==> config.mk <==
export PLATFORM = sky130hd
export DESIGN_NAME = lu_seq
export DESIGN_NICKNAME = d
export VERILOG_FILES = /design/src/rtl/lu_seq.sv
export SDC_FILE = /design/constraint.sdc
export NUM_CORES = 1
export LEC_CHECK = 0
export ABC_AREA = 1
export ABC_CLOCK_PERIOD_IN_PS = 4200
export CAP_MARGIN = 20
export CORE_AREA = 2 2 89 91
export DETAILED_ROUTE_END_ITERATION = 16
export DIE_AREA = 0 0 91 93
export SLEW_MARGIN = 20
export SYNTH_ARGS = -nofsm -noshare
export SYNTH_HDL_FRONTEND = slang
export SYNTH_SLANG_ARGS = --single-unit
==> constraint.sdc <==
create_clock -name clk -period 4.2 [get_ports clk]
set_input_delay 1.05 -clock clk [delete_from_list [all_inputs] [get_ports clk]]
set_output_delay 1.05 -clock clk [all_outputs]
set_load 0.02 [all_outputs]
==> src/rtl/lu_seq.sv <==
// Multi-cycle bitwise logic unit: SLICE bits per RUN cycle, LS slice first, with an accumulator feedback path.
// Latency NSLICE cycles from accept to out_valid; out_ready low holds DONE and blocks new accepts.
module lu_seq #(
  parameter int WIDTH = 8,
  parameter int SLICE = 2
) (
  input  logic             clk,
  input  logic             rst_n,
  input  logic             in_valid,
  output logic             in_ready,
  input  logic [2:0]       op,
  input  logic             use_acc,
  input  logic [WIDTH-1:0] a,
  input  logic [WIDTH-1:0] b,
  input  logic             clr_acc,
  output logic             out_valid,
  input  logic             out_ready,
  output logic [WIDTH-1:0] result,
  output logic             zero,
  output logic             parity
);

  localparam int NSLICE = WIDTH / SLICE;
  localparam int CW     = (NSLICE > 1) ? $clog2(NSLICE) : 1;
  localparam int IW     = (WIDTH > 1) ? $clog2(WIDTH) : 1;
  localparam logic [CW-1:0] LAST = CW'(NSLICE - 1);

  typedef enum logic [1:0] {IDLE = 2'd0, RUN = 2'd1, DONE = 2'd2} state_t;

  state_t           state_q, state_d;
  logic [WIDTH-1:0] opa_q, opa_d;
  logic [WIDTH-1:0] b_q, b_d;
  logic [2:0]       op_q, op_d;
  logic [CW-1:0]    cnt_q, cnt_d;
  logic [WIDTH-1:0] result_q, result_d;
  logic [WIDTH-1:0] acc_q, acc_d;
  logic [IW-1:0]    base;
  logic [SLICE-1:0] sl_res;

  function automatic logic [SLICE-1:0] slice_op(input logic [2:0] f,
                                                input logic [SLICE-1:0] x,
                                                input logic [SLICE-1:0] y);
    case (f)
      3'b000:  return x & y;
      3'b001:  return x | y;
      3'b010:  return x ^ y;
      3'b011:  return ~(x & y);
      3'b100:  return ~(x | y);
      3'b101:  return ~(x ^ y);
      3'b110:  return ~x;
      default: return x;
    endcase
  endfunction

  always_ff @(posedge clk or negedge rst_n) begin
    if (!rst_n) state_q <= IDLE;
    else        state_q <= state_d;
  end

  always_comb begin
    state_d = state_q;
    case (state_q)
      IDLE:    if (in_valid) state_d = RUN;
      RUN:     if (cnt_q == LAST) state_d = DONE;
      DONE:    if (out_ready) state_d = IDLE;
      default: state_d = IDLE;
    endcase
  end

  always_comb begin
    in_ready  = (state_q == IDLE);
    out_valid = (state_q == DONE);
  end

  assign base   = IW'(int'(cnt_q) * SLICE);
  assign sl_res = slice_op(op_q, opa_q[base +: SLICE], b_q[base +: SLICE]);

  always_comb begin
    opa_d    = opa_q;
    b_d      = b_q;
    op_d     = op_q;
    cnt_d    = cnt_q;
    result_d = result_q;
    acc_d    = acc_q;
    if (state_q == IDLE && in_valid) begin
      opa_d = use_acc ? acc_q : a;
      b_d   = b;
      op_d  = op;
      cnt_d = '0;
    end
    if (state_q == RUN) begin
      result_d[base +: SLICE] = sl_res;
      cnt_d = (cnt_q == LAST) ? '0 : cnt_q + 1'b1;
    end
    // Clear takes priority over the DONE handoff write-back.
    if (clr_acc)                             acc_d = '0;
    else if (state_q == DONE && out_ready)   acc_d = result_q;
  end

  always_ff @(posedge clk or negedge rst_n) begin
    if (!rst_n) begin
      opa_q    <= '0;
      b_q      <= '0;
      op_q     <= '0;
      cnt_q    <= '0;
      result_q <= '0;
      acc_q    <= '0;
    end else begin
      opa_q    <= opa_d;
      b_q      <= b_d;
      op_q     <= op_d;
      cnt_q    <= cnt_d;
      result_q <= result_d;
      acc_q    <= acc_d;
    end
  end

  assign result = result_q;
  assign zero   = ~|result_q;
  assign parity = ^result_q;

endmodule
## After elaboration in Yosys (flattened, before gate mapping)

Index checks and enable logic that the tools add are counted.

| word-level totals | value |
|---|---|
| output and inout bits | 12 |
| bits in registers | 39 |

| cells by class | value |
|---|---|
| mux-type cells | 12 |
| bitwise operators | 7 |
| equality and inequality tests | 12 |
| reductions and logical operators | 10 |
| add/subtract/negate cells | 2 |
| shift operators | 4 |

Operators with widths:

| operator | number |
|---|---|
| 2-to-1 mux 8 bit | 3 |
| variable part select 8 x 4 -> 2 bit | 2 |
| case mux 2 bit (7 select lines) | 1 |
| 2-to-1 mux 2 bit | 6 |
| == test 3 bit (second input constant) | 3 |
| bitwise mux 8 bit | 1 |
| inverter 2 bit | 4 |
| OR reduction 8 bit | 1 |
| parity 8 bit | 1 |
| variable shift 2 x 5 -> 8 bit (first input constant) | 1 |
| variable part select 2 x 5 -> 8 bit | 1 |
| == test 3 x 2 -> 1 bit (second input constant) | 2 |
| case mux 2 bit (3 select lines) | 1 |
| negation 3 -> 5 bit | 1 |
| == test 2 bit (second input constant) | 2 |
| != test 2 x 1 -> 1 bit (second input constant) | 2 |
| nonzero test 2 bit | 2 |
| == test 3 x 1 -> 1 bit (second input constant) | 1 |
| logical NOT 3 bit | 1 |
| AND reduction 3 bit | 1 |
| adder 2 x 1 -> 2 bit (second input constant) | 1 |
| AND 2 bit | 1 |
| == test 2 x 1 -> 1 bit (second input constant) | 1 |
| logical AND 1 bit | 2 |
| other kinds (5) | 5 |

## Logic depth before layout (Yosys ltp)

| depth | value |
|---|---|
| word-level depth | 6 |
| gate-level depth with buffers | 13 |
| mapped depth without buffers | 13 |

## Worst setup path before layout

No wires, ideal clock.

| path | value |
|---|---|
| path type | register to output |
| from | register result_q[2] (netlist: result[2]) |
| to | output parity |
| setup slack | 1.774 ns |
| arrival time | 1.376 ns |
| cell stages (with the launch flop) | 5 |
| data required time | 3.150 ns |
| path through | dfrtp_1 > inv_1 > ha_1 > xor2_1 > xnor2_1 |

| between the ends | value |
|---|---|
| cells in the longest elaborated chain, start to end | 1 |

RTL lines:

| what | line | source |
|---|---|---|
| start: declaration | 35 | `logic [WIDTH-1:0] result_q, result_d;` |
| start signal: assignment | 113 | `result_q <= result_d;` |
| parity 8 bit | 120 | `assign parity = ^result_q;` |
| end: declaration | 20 | `output logic parity` |

Every way passes these cells.

## Worst setup path after layout

| path | value |
|---|---|
| from | register result_q[4] (netlist: result[4]) |
| to | output parity |

The elaborated chain is that of the path after synthesis.

==> metrics.md <==
| Metric | Value |
|---|---|
| Outcome | `finished clean` |
| Cell variety after synth | `26` |
| VDD IR-drop max | `0.000242 V` |
| Pwr Density | `709 nW/µm²` |
| Slew Viols, Final | `0` |
| Final Critical Period | `3090 ps` |
| Reg-to-reg setup timing slack | `roughly 1900 ps` |
| Count of final hold-check violations | `0` |
| Reg2reg end | `result[7]$_DFFE_PN0P_` |
| Post-route ant nets | `0` |
| Drt total wl | `5160 µm` |
| Worst Max-Slew Pin Slew | `roughly 880 ps` |
| Synth Area per Inst | `7.89 µm²` |
| Tcrit/Tclk final | `73.7%` |
| Post-CTS Resized | `0` |
| Total number of yosys warnings | `0` |
| Diode count | `0` |
| Finish-stage setup viols | `0` |
| Deepest clock path buffer count | `2` |
| Mapped Nets | `317` |
| Clock slew seen by the registers of the worst setup and hold paths | `roughly 70 ps` |
| Height of the die | `93 µm` |
| Max-Cap Viols | `0` |
| CTS H-tree lvls | `2` |
| First-pass GRT wire length | `8350 µm` |
| Chip Width | `just over 90 µm` |
| Crit-path max FO | `3` |
| Hold_sp | `b_q[1]$_DFFE_PN0P_` |
| R2R depth | `12` |
| Skew final | `3.68 ps` |
| Slew Limit Headroom | `about two fifths` |
| Initial antenna violation count | `0` |
| Post-DR vias/cell | `around 4.4` |
| Routed WL per cell | `~12 µm` |
| Mapped Area | `2190 µm²` |
| CP Class | `flop to output pin` |
| Worst EP arrival | `2040 ps` |
| Leakage | `1.34 nW` |
| Worst min path class | `flop to flop` |
| Critical path capture point type | `output pin` |
| Unrepaired setup endpoints after global routing | `no` |
| DP Wirelength | `4010 µm` |
| Design area | `2740 µm²` |
| Post-CTS Hold Fix Bufs | `0` |
| Setup TNS | `0 ps` |
| Vias | `roughly 1900` |
| Vias in the first global route | `1730` |
| Initial core utilization | `29.1%` |
| Boundary pin count | `37` |
| DP Area | `2650 µm²` |
| Total congestion overflow | `0` |
| Setup crit start kind | `flop` |
| CP endpoint | `parity` |
| DR pass1 iterations | `4` |
| I/O Buffers | `36` |
| Commonest non-fill, non-tap cells in the layout | `nand2_1, inv_1, dfrtp_1` |
| Num CTS Buffers | `5` |
| Gpl congestion | `0.850` |
| GRT Overall Usage | `between 10% and 20%` |
| Critical Path Source | `result[4]$_DFFE_PN0P_` |
| Clock root buffer | `clkbuf_8` |
| # clock sinks | `39` |
| CTS tree | `done` |
| Commonest non-fill, non-tap cell in the layout | `nand2_1` |
| Clock latency on the worst-skew pair | `280 ps` |
| Post-CTS Setup Bufs | `0` |
| Layout area overhead | `25.1%` |
| Die area | `between 8000 and 9000 µm²` |
| Nets | `~360` |
| CP required | `3150 ps` |
| Synthesized flop and latch total | `39` |
| Largest net degree at the start of global routing | `40` |
| R2R Path Start | `cnt_q[0]$_DFFE_PN0P_` |
| Post-Syn Instances | `278` |
| Site Rows | `32` |
| Drt drc | `0` |
| DRT iter0 DRCs | `approximately 110` |
| Seq/Total Area, Yosys | `44.5%` |
| Max Clk Rate | `between 300 and 400 MHz` |
| Core footprint | `7530 µm²` |
| Layout cells sized above 1 | `6.96%` |
==> layer usage <==
metal	track usage (%)	routed length, µm	share of wire, %
met5	0	0	0
met4	3.03	40	0.78
met3	2.90	236	4.6
met2	20.3	2360	46
met1	17.0	2520	49
==> how the worst min path moves through the flow <==
stage,slack [ps],depth (start not counted),to
2_1_floorplan,450,2,b_q[6]$_DFFE_PN0P_
3_3_place_gp,470,2,b_q[6]$_DFFE_PN0P_
3_5_place_dp,470,2,b_q[6]$_DFFE_PN0P_
4_1_cts,490,2,b_q[6]$_DFFE_PN0P_
5_1_grt,520,2,b_q[4]$_DFFE_PN0P_
6_report,480,2,b_q[1]$_DFFE_PN0P_
==> per-stage QoR <==
step           cells  worst slack [ps]  power [W]  utilization (%)  hold slack, ps
6_report         418              1110    0.00194             36.4             483
5_1_grt          418              1010    0.00213             36.4             520
4_1_cts          418              1120    0.00196             36.4             491
3_5_place_dp     411              1440    0.00170             35.3             470
3_3_place_gp     411              1470    0.00169             35.3             469
2_1_floorplan    278              1770    0.00136                -             449
==> flip-flops by register name (all words and copies together) (netlist names) <==
name / flops
acc_q: 8
result: 8
cnt_q: 2
op_q: 3
state_q: 2
opa_q: 8
b_q: 8
==> worst max-delay path, stage by stage, from the launching register on <==
cell and delay, ps:
dfrtp_1 400, inv_1 90, ha_1 310, xnor2_1 200, xnor2_1 140, clkdlybuf4s50_1 620
==> Yosys cell counts <==
master	instances	share of area, %
nand4_1	8	2.3
buf_2	2	0.46
o21ai_1	2	0.46
nor3_2	1	0.46
clkbuf_1	3	0.51
xor2_1	1	0.40
nand2_2	3	0.86
nand3_1	14	3.2
a21oi_1	3	0.68
xnor2_1	2	0.80
nand4_2	2	1.1
dfrtp_1	39	45
nor2_2	1	0.29
o21ai_0	19	4.3
inv_1	40	6.8
o21bai_1	4	1.4
ha_1	14	8.0
a32oi_1	2	0.80
nor2_1	10	1.7
buf_4	1	0.34
nor2_4	1	0.51
o22ai_1	11	3.1
nor3_1	1	0.23
inv_2	3	0.51
nand2_1	89	15
nand3_2	2	0.91
==> where the power goes <==
| part | internal (W) | total (W) | switching (W) |
|---|---|---|---|
| clock network | 0.000129 | 0.000252 | 0.000123 |
| registers | 0.000505 | 0.000634 | 0.000128 |
| logic | 0.000420 | 0.00106 | 0.000637 |
| total | 0.00105 | 0.00194 | 0.000889 |
==> final cells by class <==
| type | instances | area [µm²] |
|---|---|---|
| fill | 812 | 4790 |
| multi-input combinational | 190 | 1030 |
| sequential | 39 | 976 |
| timing repair buffer | 37 | 363 |
| inverter | 43 | 161 |
| tap | 102 | 128 |
| clock buffer | 6 | 82.6 |
| clock inverter | 1 | 5.00 |
==> logic make-up after synthesis <==
kind of cell / Yosys count / synth area share (%)
and+or+nand+nor: 132 / 26.8
buffers and inverters: 49 / 8.68
AOI/OAI and AO/OA: 41 / 10.8
DFF: 39 / 44.5
adders and majority gates: 14 / 7.99
xor gates and xnor gates: 3 / 1.20
(Power assumes the default switching activity.)
